--- src/rtl/assoc_tag_lookup_pkg.sv ---
// rtl/assoc_tag_lookup_pkg.sv - shared types and tree-PLRU helper functions
package assoc_tag_lookup_pkg;

    localparam int MAX_WAYS  = 8;
    localparam int MAX_NODES = MAX_WAYS - 1;

    typedef logic [MAX_WAYS-1:0]  way_vec_t;
    typedef logic [MAX_NODES-1:0] plru_bits_t;

    function automatic int tree_depth(input int ways);
        return (ways >= 8) ? 3 : ((ways >= 4) ? 2 : 1);
    endfunction

    function automatic int onehot_to_index(input way_vec_t v);
        int idx;
        idx = 0;
        for (int w = 0; w < MAX_WAYS; w++)
            if (v[w]) idx = w;
        return idx;
    endfunction

    // Walk from the root following each node's bit; the leaf offset is the victim way.
    function automatic int plru_victim(input plru_bits_t bits, input int ways);
        int node;
        node = 0;
        for (int l = 0; l < 3; l++)
            if (l < tree_depth(ways))
                node = 2 * node + 1 + int'(bits[node[2:0]]);
        return node - (ways - 1);
    endfunction

    function automatic plru_bits_t plru_next(input plru_bits_t bits, input int way, input int ways);
        plru_bits_t nb;
        int         node;
        int         depth;
        int         dir;
        nb    = bits;
        node  = 0;
        depth = tree_depth(ways);
        for (int l = 0; l < 3; l++) begin
            if (l < depth) begin
                dir = (way >> (depth - 1 - l)) & 1;
                nb[node[2:0]] = (dir == 0);
                node = 2 * node + 1 + dir;
            end
        end
        return nb;
    endfunction

endpackage

--- src/rtl/assoc_tag_lookup_if.sv ---
// rtl/assoc_tag_lookup_if.sv - lookup, fill and response signals of the tag store
interface assoc_tag_lookup_if #(
    parameter int WAYS  = 4,
    parameter int SETS  = 8,
    parameter int TAG_W = 9
);
    localparam int IDX_W = $clog2(SETS);

    logic             lk_valid;
    logic [IDX_W-1:0] lk_index;
    logic [TAG_W-1:0] lk_tag;
    logic             fill_valid;
    logic [IDX_W-1:0] fill_index;
    logic [WAYS-1:0]  fill_way;
    logic [TAG_W-1:0] fill_tag;
    logic             inval_all;
    logic             rsp_valid;
    logic             rsp_hit;
    logic [WAYS-1:0]  rsp_way;
    logic [WAYS-1:0]  rsp_victim;
    logic             rsp_multi_hit;

    modport master (
        output lk_valid, lk_index, lk_tag, fill_valid, fill_index, fill_way, fill_tag, inval_all,
        input  rsp_valid, rsp_hit, rsp_way, rsp_victim, rsp_multi_hit
    );

    modport slave (
        input  lk_valid, lk_index, lk_tag, fill_valid, fill_index, fill_way, fill_tag, inval_all,
        output rsp_valid, rsp_hit, rsp_way, rsp_victim, rsp_multi_hit
    );

endinterface

--- src/rtl/assoc_tag_lookup_plru.sv ---
// rtl/assoc_tag_lookup_plru.sv - per-set tree-PLRU bits with hit/fill touch and victim read
module assoc_tag_lookup_plru
    import assoc_tag_lookup_pkg::*;
#(
    parameter int WAYS  = 4,
    parameter int SETS  = 8,
    parameter int IDX_W = $clog2(SETS)
) (
    input  logic             clk,
    input  logic             reset,
    input  logic             clear,
    input  logic             hit_valid,
    input  logic [IDX_W-1:0] hit_index,
    input  logic [WAYS-1:0]  hit_way,
    input  logic             fill_valid,
    input  logic [IDX_W-1:0] fill_index,
    input  logic [WAYS-1:0]  fill_way,
    input  logic [IDX_W-1:0] rd_index,
    output logic [WAYS-1:0]  rd_victim
);
    localparam int NODES = WAYS - 1;

    logic [NODES-1:0] plru_q [SETS];

    function automatic logic [NODES-1:0] touch(input logic [NODES-1:0] bits, input logic [WAYS-1:0] way);
        return NODES'(plru_next(plru_bits_t'(bits), onehot_to_index(way_vec_t'(way)), WAYS));
    endfunction

    assign rd_victim = WAYS'(1) << plru_victim(plru_bits_t'(plru_q[rd_index]), WAYS);

    // A fill to the same set replaces the hit's touch rather than composing with it.
    always_ff @(posedge clk) begin
        if (reset || clear) begin
            for (int s = 0; s < SETS; s++)
                plru_q[s] <= '0;
        end else begin
            if (hit_valid && !(fill_valid && (fill_index == hit_index)))
                plru_q[hit_index] <= touch(plru_q[hit_index], hit_way);
            if (fill_valid)
                plru_q[fill_index] <= touch(plru_q[fill_index], fill_way);
        end
    end

endmodule

--- src/rtl/assoc_tag_lookup.sv ---
// rtl/assoc_tag_lookup.sv - N-way set-associative tag store with registered hit and PLRU victim
module assoc_tag_lookup
    import assoc_tag_lookup_pkg::*;
#(
    parameter int WAYS  = 4,
    parameter int SETS  = 8,
    parameter int TAG_W = 9
) (
    input  logic               clk,
    input  logic               reset,
    assoc_tag_lookup_if.slave  bus
);
    localparam int IDX_W = $clog2(SETS);

    typedef logic [TAG_W-1:0] tag_t;
    typedef logic [IDX_W-1:0] idx_t;

    logic [WAYS-1:0] valid_q [SETS];
    tag_t            tag_q   [SETS][WAYS];

    logic [WAYS-1:0] match;
    logic [WAYS-1:0] lowest_match;
    logic [WAYS-1:0] invalid_ways;
    logic [WAYS-1:0] lowest_invalid;
    logic [WAYS-1:0] plru_way;
    logic [WAYS-1:0] victim;
    logic            hit;
    logic            multi;
    logic            fill_en;
    idx_t            lk_idx;

    logic            rsp_valid_q;
    logic            rsp_hit_q;
    logic [WAYS-1:0] rsp_way_q;
    logic [WAYS-1:0] rsp_victim_q;
    logic            rsp_multi_q;

    assign lk_idx  = bus.lk_index;
    assign fill_en = bus.fill_valid && (bus.fill_way != '0);

    for (genvar w = 0; w < WAYS; w++) begin : g_cmp
        assign match[w] = valid_q[lk_idx][w] && (tag_q[lk_idx][w] == bus.lk_tag);
    end

    assign hit            = |match;
    assign multi          = $countones(match) > 1;
    assign lowest_match   = match & (~match + WAYS'(1));
    assign invalid_ways   = ~valid_q[lk_idx];
    assign lowest_invalid = invalid_ways & (~invalid_ways + WAYS'(1));
    assign victim         = (|invalid_ways) ? lowest_invalid : plru_way;

    assoc_tag_lookup_plru #(
        .WAYS  (WAYS),
        .SETS  (SETS),
        .IDX_W (IDX_W)
    ) u_plru (
        .clk        (clk),
        .reset      (reset),
        .clear      (bus.inval_all),
        .hit_valid  (bus.lk_valid && hit),
        .hit_index  (lk_idx),
        .hit_way    (lowest_match),
        .fill_valid (fill_en),
        .fill_index (bus.fill_index),
        .fill_way   (bus.fill_way),
        .rd_index   (lk_idx),
        .rd_victim  (plru_way)
    );

    always_ff @(posedge clk) begin
        if (reset) begin
            for (int s = 0; s < SETS; s++)
                valid_q[s] <= '0;
            rsp_valid_q  <= 1'b0;
            rsp_hit_q    <= 1'b0;
            rsp_way_q    <= '0;
            rsp_victim_q <= '0;
            rsp_multi_q  <= 1'b0;
        end else begin
            rsp_valid_q  <= bus.lk_valid;
            rsp_hit_q    <= bus.lk_valid && hit;
            rsp_way_q    <= bus.lk_valid ? lowest_match : '0;
            rsp_victim_q <= bus.lk_valid ? victim : '0;
            rsp_multi_q  <= bus.lk_valid && multi;
            if (bus.inval_all) begin
                for (int s = 0; s < SETS; s++)
                    valid_q[s] <= '0;
            end else if (fill_en) begin
                valid_q[bus.fill_index] <= valid_q[bus.fill_index] | bus.fill_way;
            end
        end
    end

    // Tag contents are meaningless while invalid, so the array carries no reset.
    always_ff @(posedge clk) begin
        if (fill_en && !bus.inval_all) begin
            for (int w = 0; w < WAYS; w++)
                if (bus.fill_way[w])
                    tag_q[bus.fill_index][w] <= bus.fill_tag;
        end
    end

    assign bus.rsp_valid     = rsp_valid_q;
    assign bus.rsp_hit       = rsp_hit_q;
    assign bus.rsp_way       = rsp_way_q;
    assign bus.rsp_victim    = rsp_victim_q;
    assign bus.rsp_multi_hit = rsp_multi_q;

    fill_onehot_a: assert property (@(posedge clk) disable iff (reset)
        bus.fill_valid |-> $onehot0(bus.fill_way));

endmodule
--- src/flat_wrapper.sv ---
// flat-port wrapper written by rule: the top's interface ports become plain ports
module assoc_tag_lookup_flat import assoc_tag_lookup_pkg::*;
#(
    parameter int WAYS  = 4,
    parameter int SETS  = 8,
    parameter int TAG_W = 9
)
  (clk, reset, bus_lk_valid, bus_lk_index, bus_lk_tag, bus_fill_valid, bus_fill_index, bus_fill_way, bus_fill_tag, bus_inval_all, bus_rsp_valid, bus_rsp_hit, bus_rsp_way, bus_rsp_victim, bus_rsp_multi_hit);
  assoc_tag_lookup_if #(.WAYS(WAYS), .SETS(SETS), .TAG_W(TAG_W)) bus_i ();
  input  logic clk;
  input  logic reset;
  input wire logic [$bits(bus_i.lk_valid)-1:0] bus_lk_valid;
  input wire logic [$bits(bus_i.lk_index)-1:0] bus_lk_index;
  input wire logic [$bits(bus_i.lk_tag)-1:0] bus_lk_tag;
  input wire logic [$bits(bus_i.fill_valid)-1:0] bus_fill_valid;
  input wire logic [$bits(bus_i.fill_index)-1:0] bus_fill_index;
  input wire logic [$bits(bus_i.fill_way)-1:0] bus_fill_way;
  input wire logic [$bits(bus_i.fill_tag)-1:0] bus_fill_tag;
  input wire logic [$bits(bus_i.inval_all)-1:0] bus_inval_all;
  output wire logic [$bits(bus_i.rsp_valid)-1:0] bus_rsp_valid;
  output wire logic [$bits(bus_i.rsp_hit)-1:0] bus_rsp_hit;
  output wire logic [$bits(bus_i.rsp_way)-1:0] bus_rsp_way;
  output wire logic [$bits(bus_i.rsp_victim)-1:0] bus_rsp_victim;
  output wire logic [$bits(bus_i.rsp_multi_hit)-1:0] bus_rsp_multi_hit;
  assign bus_i.lk_valid = bus_lk_valid;
  assign bus_i.lk_index = bus_lk_index;
  assign bus_i.lk_tag = bus_lk_tag;
  assign bus_i.fill_valid = bus_fill_valid;
  assign bus_i.fill_index = bus_fill_index;
  assign bus_i.fill_way = bus_fill_way;
  assign bus_i.fill_tag = bus_fill_tag;
  assign bus_i.inval_all = bus_inval_all;
  assign bus_rsp_valid = bus_i.rsp_valid;
  assign bus_rsp_hit = bus_i.rsp_hit;
  assign bus_rsp_way = bus_i.rsp_way;
  assign bus_rsp_victim = bus_i.rsp_victim;
  assign bus_rsp_multi_hit = bus_i.rsp_multi_hit;
  assoc_tag_lookup #(.WAYS(WAYS), .SETS(SETS), .TAG_W(TAG_W)) u_core (.clk(clk), .reset(reset), .bus(bus_i));
endmodule
--- config.mk ---
export PLATFORM = sky130hd
export DESIGN_NAME = assoc_tag_lookup_flat
export DESIGN_NICKNAME = d
export VERILOG_FILES = /design/src/rtl/assoc_tag_lookup_pkg.sv /design/src/rtl/assoc_tag_lookup_if.sv /design/src/rtl/assoc_tag_lookup_plru.sv /design/src/rtl/assoc_tag_lookup.sv /design/src/flat_wrapper.sv
export SDC_FILE = /design/constraint.sdc
export NUM_CORES = 1
export LEC_CHECK = 0
export CORE_MARGIN = 3
export CORE_UTILIZATION = 25
export DETAILED_ROUTE_END_ITERATION = 8
export GPL_TIMING_DRIVEN = 0
export SETUP_SLACK_MARGIN = 0.2
export SYNTH_ARGS = -nofsm -noshare
export SYNTH_HDL_FRONTEND = slang
export SYNTH_SLANG_ARGS = --single-unit
export TNS_END_PERCENT = 20
--- constraint.sdc ---
create_clock -name clk -period 5.62 [get_ports clk]
set_input_delay 1.124 -clock clk [delete_from_list [all_inputs] [get_ports clk]]
set_output_delay 1.124 -clock clk [all_outputs]
set_load 0.01 [all_outputs]
==> Word-level counts from Yosys, hierarchy flattened <==
Memory sizes are Yosys's and may differ from the RTL's.
Index checks and enable logic that the tools add are counted.
{ "word_totals": {"register_bits": 11, "mem_bits_rw": 344, "input_bits": 33, "wordCells": 148, "mem_count": 3} }
{ "op_classes": {"n_addsub": 11, "order_cmp": 6, "n_eq_ne": 5, "n_shift": 1, "n_mux": 76, "bitwise_logic": 15, "reduce_logical": 26} }
{ "mem_list": {"columns": ["memory", "depth", "width", "read_ports", "rd_ports_with_merged_regs", "write_ports", "line_no", "source"], "rows": [
  ["u_core.tag_q", 8, 36, 1, 0, 1, "assoc_tag_lookup.sv:19", "tag_t tag_q [SETS][WAYS];"],
  ["u_core.valid_q", 8, 4, 2, 0, 8, "assoc_tag_lookup.sv:18", "logic [WAYS-1:0] valid_q [SETS];"],
  ["u_core.u_plru.plru_q", 8, 3, 2, 0, 8, "assoc_tag_lookup_plru.sv:23", "logic [NODES-1:0] plru_q [SETS];"]
]} }
{ "op_table": {"columns": ["op", "n"], "rows": [
  ["$logic_not 32->1", 4],
  ["$mux 1", 40],
  ["$mux 4", 10],
  ["$mux 3", 13],
  ["$eq 9x9->1", 4],
  ["$add 32x32->32", 1],
  ["$gt 32x2->1 const B", 1],
  ["$shl 1x32->4 const A", 1],
  ["$mux 2", 8],
  ["$bwmux 7", 2],
  ["$logic_and 1x1->1", 12],
  ["$not 4->4", 3],
  ["$reduce_or 4->1", 3],
  ["$add 4x1->4 const B", 2],
  ["$and 4x4->4", 2],
  ["$lt 3x4->1 const B", 2],
  ["$or 1x1->1", 8],
  ["$add 1x1->2 const A", 3],
  ["$demux 1 s3", 2],
  ["$ge 3x1->1 const B", 2],
  ["$reduce_or 3->1", 2],
  ["$sub 5x2->6 const B", 1],
  ["$add 4x1->5", 1],
  ["$add 1x1->2", 2],
  ["other kinds (10)", 11]
]} }

==> Depth between registers and ports, before layout <==
Gate-level depths: netlist of the first run.
An unclocked memory read counts as a cell.
{ "depth": {"ltp_word": 22, "ltp_mapped": 17} }

==> By module <==
A second synthesis of the first run with hierarchy kept.
{ "unflattened": {"cells_unflattened": 862, "hier_area_um2": 15314.7} }
{ "by_module_without_submodules": {"columns": ["module", "n_inst", "cells_per_inst", "area_per_inst_um2"], "rows": [
  ["assoc_tag_lookup", 1, 705, 13589.3],
  ["assoc_tag_lookup_plru", 1, 157, 1725.4]
]} }

==> Least setup slack after synthesis of the first run <==
OpenSTA, ideal clock, no wires.
{ "synth_timing": {"path_type": "input to register", "start": "input port bus_lk_index[2]", "end": "memory u_core.u_plru.plru_q[1][0] in the netlist's numbering (enable)", "arrival_time_ns": 3.885, "required_ns": 5.311, "slack_ns": 1.427, "stages": 15, "cell_sequence": "buf_4 -> buf_6 -> mux2i_1 -> a22o_1 -> a221oi_1 -> xnor2_1 -> nand4_1 -> or4_1 -> clkbuf_1 -> ha_1 -> nand2_1 -> nand2_1 -> nor4_1 -> nand2_1 -> nand3_1"} }
{ "synth_lines": {"columns": ["item", "line_no", "source"], "rows": [
  ["start, declared", "flat_wrapper.sv:13", "input wire logic [$bits(bus_i.lk_index)-1:0] bus_lk_index;"],
  ["end, declared", "assoc_tag_lookup_plru.sv:23", null]
]} }

==> flow_summary.json, run 1 <==
{
  "status": "complete, no violations",
  "clk_pin_slew_ps": 60,
  "synth_area_leaders": "edfxtp_1, mux4_2, mux2i_1",
  "cp_data_required_time_ps": 5830,
  "ant_nets": 0,
  "p_int_w": 0.00443,
  "die_area_um2": 64200,
  "layout.cells.non_filler": 1849,
  "cap_viol_max_count": 0,
  "overflow": 0,
  "synth.most_common_cell": "edfxtp_1",
  "whs_path_depth": 2,
  "cts_setup_buffers": 0,
  "syn_avg_cell_area_um2": 15.8,
  "syn_area_um2": 15300,
  "synth.top_cell.area_share_pct": 67.5,
  "critPathMaxStageDelay_ps": 570,
  "clock_path_buffers": 3,
  "crit_path_top_delay_cell": "clkdlybuf4s50_1",
  "io_pins": 44,
  "hold_viol_final": 0,
  "vias": 9282,
  "tns_ps": 0,
  "insertedDiodeCount": 0,
  "synth-edff-count": 344,
  "area_growth_pct": 16.5,
  "drive_above_1_share_pct": 14.9,
  "rows": 90,
  "leakagePower_nw": 5.84,
  "p_comb_share_pct": 7.5,
  "yosysTopAreaCell": "edfxtp_1",
  "nets": 1081,
  "max_freq_mhz": 190,
  "synth_cell_types": 66,
  "crit_type": "input port to register",
  "ff2ff_setup_slack_ps": 1750,
  "syn_inst": 967,
  "synth-warning-count": 0,
  "placedCellCount": 1785,
  "cts_sinks": 355,
  "min_period_over_period_pct": 93.6,
  "startpoint_type": "input port",
  "slew_violations": 0,
  "cp_cell_sequence": "clkdlybuf4s50_1 > nor2b_1 > clkbuf_2 > a22o_1 > a221oi_1 > xnor2_1 > nand4_1 > or4_1 > clkbuf_1 > ha_1 > nand2_1 > nand2_1 > nor4_4 > nand2_1 > nand3_1",
  "min_to": "u_core.valid_q[5][2]$_SDFFCE_PN0P_",
  "path_max_fanout": 9,
  "hp-class": "register to register",
  "grt_setup_unrepaired": "no",
  "r2r_cells": 13,
  "synth_common_cells": "edfxtp_1, nor2_1, mux2i_1, nand2_1, mux4_2",
  "die_w_um": 253,
  "cp.arrival_ps": 5470,
  "cts_tree": "built",
  "die_h_um": 253,
  "synth_ff_type": "edfxtp_1",
  "power.density_nw_per_um2": 321,
  "cts_max_level": 2,
  "grt_pass1_vias": 9036,
  "place.gp.congestion": 0.944,
  "antenna_found_initial": 2,
  "synth_nets": 1006,
  "worstMarginPinSlew_ps": 1340,
  "clkPwrFrac_pct": 40.6,
  "seq_area_frac_synth_pct": 68.9,
  "worstHoldStart": "u_core.valid_q[0][2]$_SDFFCE_PN0P_",
  "first_iter_violations": 1070,
  "numPortBuffers": 36,
  "postSynth.asyncResetShare_pct": 0,
  "synth_seq_cells": 355,
  "p_sw_share_pct": 22.7,
  "grt_pass1_wl_mm": 63.2,
  "fin_worst_skew_ps": 17.0,
  "crit_path_end_kind": "register",
  "power_w": 0.00573,
  "slew_headroom_pct": 10.5,
  "cts-buffers-inserted": 37,
  "r2r-end": "u_core.u_plru.plru_q[7][2]$_DFFE_PP_",
  "wl_mm": 43.6,
  "seq_power_share_pct": 51.8,
  "grt_max_degree": 33,
  "cts_root_buffer": "clkbuf_16",
  "fin_crit_ps": 5260,
  "place_hpwl_mm": 29.2,
  "p_switching_w": 0.00130,
  "crit_path_frequent_cell": "nand2_1",
  "setup_viol": 0,
  "fin_hold_ws_ps": 848,
  "wl_per_cell_um": 23.6,
  "via_per_inst": 5.02,
  "core_um2": 60500,
  "reg2reg_from": "u_core.tag_q[5][32]$_DFFE_PP_",
  "clkLatencyLatePin_ps": 530,
  "drc": 0,
  "firstDrtPassIters": 5,
  "ir_worst_vdd_uv": 168,
  "grt_util_all_layers_pct": 13.5,
  "start_util_pct": 25.3
}
## cell usage in the layout (no fill, tap or decap), types with 4 or more instances in the layout
master             n
a22o_1            10
edfxtp_1         344
a31oi_1            4
inv_1             11
a22oi_1           28
clkinv_1          12
clkbuf_1          22
nor3_1             4
nand2_1           65
clkdlybuf4s50_1   35
nand4_1            7
a221oi_1          14
or2_2              4
mux4_2            40
xor2_1            13
and2_1             7
xnor2_1           17
nand2b_1           7
o211ai_1           5
mux2_2            17
nor2b_1           11
clkbuf_16         38
ha_1               5
nand3_1           20
o21ai_0           15
o22ai_1           27
mux2i_1           78
buf_2              7
dfxtp_1           11
a21o_1             4
nor2_1            82
buf_4             11
buf_6             10
a21oi_1           13
nand3b_1           4
## layer usage
metal  wire, um  GRT usage [%]  vias to the layer above
met1      18400           18.3                     4806
met3       4010           3.53                       69
met5          0              0                        -
met2      20200           21.6                      441
met4       1000           3.36                        0
li1           -              -                     3966
## stage by stage
step | util (%) | setup WS [ps] | area, um2
final | 29.5 | 357 | 17800
after global routing | 29.5 | 231 | 17800
after floorplan | - | 1430 | 15300
after CTS | 29.4 | 88.1 | 17800
after detailed placement | 27.5 | -756 | 16600
after global placement | 27.5 | -780 | 16600
## registers in the layout (all words and copies together), names as in the netlist
| name | count |
|---|---|
| u_core.valid_q | 32 |
| u_core.bus.rsp_hit | 1 |
| u_core.tag_q | 288 |
| u_core.bus.rsp_multi_hit | 1 |
| u_core.bus.rsp_victim | 4 |
| u_core.bus.rsp_valid | 1 |
| u_core.u_plru.plru_q | 24 |
| u_core.bus.rsp_way | 4 |
## worst max-delay path, delay by kind of cell
kind / cells / cell delay, ps
compound gates: 2 / 800
simple gates: 8 / 1890
xor+xnor: 1 / 190
fa+ha+maj: 1 / 300
buf+inv: 3 / 1140
## cell families after synthesis
logic type	count (synthesis)	synth area share, %
flops	355	68.9
simple gates	237	7.36
mux	136	12.3
fa+ha+maj	6	0.539
buf+inv	64	2.46
xor+xnor	30	1.72
compound gates	139	6.70
## power groups by stage
stage | logic [W] | registers (W) | clock network, W
after floorplan | 0.000248 | 0.00301 | 0
after global placement | 0.000418 | 0.00302 | 0
after detailed placement | 0.000422 | 0.00303 | 0
after CTS | 0.000424 | 0.00297 | 0.00237
after global routing | 0.000457 | 0.00297 | 0.00248
final | 0.000431 | 0.00297 | 0.00233
## repair_timing
item	CTS	global route
setup endpoints to repair	48	48
resized for setup	2	13
hold buffers	0	0
pin swaps	0	0
cloned	0	0
## layout make-up
class	instances	area [um2]
Buffer	49	325
Clock buffer	44	973
Timing Repair Buffer	36	355
Tap cell	782	978
Inverter	15	56.3
Fill cell	5951	42600
Sequential cell	355	10600
Multi-Input combinational cell	548	4440
Clock inverter	20	156
## worst max path at each step
| stage | to | slack (ps) | cells past startpoint | from |
|---|---|---|---|---|
| 3_3_place_gp | u_core.u_plru.plru_q[7][2]$_DFFE_PP_ | -780 | 14 | bus_lk_index[0] |
| 5_1_grt | u_core.u_plru.plru_q[1][1]$_DFFE_PP_ | 230 | 15 | bus_lk_index[0] |
| 6_report | u_core.u_plru.plru_q[7][2]$_DFFE_PP_ | 360 | 15 | bus_lk_index[0] |
| 4_1_cts | u_core.u_plru.plru_q[2][0]$_DFFE_PP_ | 90 | 15 | bus_lk_index[0] |
| 2_1_floorplan | u_core.u_plru.plru_q[1][0]$_DFFE_PP_ | 1430 | 15 | bus_lk_index[2] |
| 3_5_place_dp | u_core.u_plru.plru_q[2][0]$_DFFE_PP_ | -760 | 15 | bus_lk_index[0] |
Power figures use the tool's default switching activity.
==> run 2, diff against run 1 <==
- CORE_UTILIZATION: 25 -> 53
- PLACE_DENSITY: unset -> 0.7
==> run 2 against run 1 <==
Cell count decreased by 22%; final area fell by 2.6%; power rose by 1.1%; die area fell by 52%; sequential power about the same; largest power group unchanged; sequential share of layout area is 1.6 points higher; critical path type unchanged; maximum frequency up 1.4%; first-iteration DRC count increased by 12%; register-to-register slack improved by 70 ps.
==> flow_summary.json, run 2 (same netlist as run 1, synthesis figures left out) <==
{
  "clkLatencyLatePin_ps": 530,
  "vias": 9221,
  "min_to": "u_core.valid_q[7][2]$_SDFFCE_PN0P_",
  "fin_worst_skew_ps": 14.5,
  "slew_violations": 0,
  "grt_setup_unrepaired": "no",
  "first_iter_violations": 1201,
  "drive_above_1_share_pct": 15.2,
  "grt_pass1_vias": 9266,
  "crit_path_top_delay_cell": "clkdlybuf4s50_1",
  "hp-class": "register to register",
  "met2WireLength_mm": 19.6,
  "grt_pass1_wl_mm": 59.5,
  "slew_headroom_pct": 14.7,
  "start_util_pct": 54.5,
  "place.gp.congestion": 0.940,
  "core_um2": 28100,
  "cp_cell_sequence": "clkdlybuf4s50_1 > buf_4 > buf_4 > buf_4 > mux4_2 > mux2i_1 > xnor2_1 > nor3_1 > and2_1 > inv_1 > ha_1 > nand2_1 > nand2_1 > nor4_4 > nand2_1 > nand3_1",
  "final_common_cell": "edfxtp_1",
  "rows": 61,
  "numPortBuffers": 36,
  "power.density_nw_per_um2": 333,
  "io_pins": 44,
  "cts_root_buffer": "clkbuf_16",
  "fin_crit_ps": 5190,
  "cts-buffers-inserted": 37,
  "fin_hold_ws_ps": 770,
  "hold_viol_final": 0,
  "worstHoldStart": "u_core.valid_q[0][2]$_SDFFCE_PN0P_",
  "largest_reg_flops": 288,
  "min_period_over_period_pct": 92.3,
  "area_growth_pct": 13.4,
  "ir_worst_vdd_uv": 219,
  "grt_max_degree": 33,
  "via_per_inst": 6.36,
  "place_hpwl_mm": 26.8,
  "ff2ff_setup_slack_ps": 1820,
  "crit_type": "input port to register",
  "startpoint_type": "input port",
  "status": "complete, no violations",
  "crit_path_end_kind": "register",
  "worstMarginPinSlew_ps": 1280,
  "path_max_fanout": 10,
  "tns_ps": 0,
  "reg2reg_from": "u_core.tag_q[3][34]$_DFFE_PP_",
  "nets": 1081,
  "drc": 0,
  "firstDrtPassIters": 5,
  "critPathMaxStageDelay_ps": 570,
  "cap_viol_max_count": 0,
  "cp_data_required_time_ps": 5830,
  "antenna_found_initial": 0,
  "final_cell_mix": "edfxtp_1, nor2_1, mux2i_1",
  "die_w_um": 176,
  "critPathLaunch": "bus_lk_index[1]",
  "clk_pin_slew_ps": 60,
  "die_h_um": 176,
  "cts_sinks": 355,
  "leakagePower_nw": 5.86,
  "highest_layer": "met4",
  "cts_tree": "built",
  "largestRegisters": "u_core.tag_q (288), u_core.valid_q (32), u_core.u_plru.plru_q (24)",
  "ctsHoldBuffers": 0,
  "cp.arrival_ps": 5400,
  "wl_mm": 41.0,
  "die_area_um2": 31000,
  "clock_path_buffers": 3,
  "ant_nets": 0,
  "r2r-end": "u_core.u_plru.plru_q[1][0]$_DFFE_PP_",
  "regMostFlops": "u_core.tag_q",
  "overflow": 0,
  "r2r_cells": 13,
  "insertedDiodeCount": 0,
  "max_freq_mhz": 193,
  "drt-met1-wl_mm": 16.4,
  "cts_max_level": 2,
  "wl_met3_mm": 3.51,
  "grt_util_all_layers_pct": 26.6,
  "whs_path_depth": 2,
  "fillers": 2128,
  "wl_per_cell_um": 28.3,
  "setup_viol": 0
}
[run 2: changes by cell type in the layout (fill, tap and decap cells not counted), moves of 2 or more]
cell,change
clkinv_1,+3
buf_2,+2
clkbuf_1,-4
clkinvlp_4,+2
clkinv_2,+3
[run 2: report_power, final]
group	leakage [nW]	switching, W	internal [W]
logic	1.98	0.000275	0.000150
clock network	0.575	0.000997	0.00140
registers	3.31	0.0000189	0.00295
[run 2: worst max path at each step]
stage                                                       to  slack, ps  depth (start not counted)
after global routing      u_core.u_plru.plru_q[0][1]$_DFFE_PP_        240                         15
after CTS                 u_core.u_plru.plru_q[4][1]$_DFFE_PP_        120                         15
final                     u_core.u_plru.plru_q[1][0]$_DFFE_PP_        430                         16
after global placement    u_core.u_plru.plru_q[7][2]$_DFFE_PP_       -500                         14
after detailed placement  u_core.u_plru.plru_q[1][0]$_DFFE_PP_       -510                         14
after floorplan           u_core.u_plru.plru_q[1][0]$_DFFE_PP_       1430                         15
[run 2: layout make-up]
type	instances	area [um2]	area share, %
Clock inverter	28	211	1.22
Inverter	15	56.3	0.324
Sequential cell	355	10600	60.8
Timing Repair Buffer	36	350	2.02
Multi-Input combinational cell	548	4420	25.5
Tap cell	378	473	2.72
Clock buffer	40	980	5.64
Buffer	49	322	1.85
[run 2: metrics by stage]
stage	total power [W]	utilization (%)	setup WS, ps	area, um2	cells
finish	0.00579	61.8	430	17400	1449
global route	0.00594	61.8	242	17400	1449
CTS	0.00580	61.7	124	17300	1449
detailed placement	0.00344	57.5	-513	16100	1381
global placement	0.00343	57.5	-501	16100	1381
floorplan	0.00326	-	1430	15300	967
[run 2: timing repair]
action,in CTS,in global routing
buffers inserted,0,0
resized for setup,2,4
endpoints found under the setup margin,36,41
pin swaps,0,0
[run 2: routing by layer]
layer | vias to the layer above | global-route usage, %
met5 | - | 0
met4 | 0 | 9.40
met3 | 106 | 4.73
met2 | 527 | 43.4
met1 | 4631 | 36.4
li1 | 3957 | -
[run 2: critical path: cells and delay by family]
kind	cells	cell delay [ps]
and+or+nand+nor	7	1850
buffers and inverters	5	1510
muxes	2	610
adders and majority gates	1	170
xor gates and xnor gates	1	100
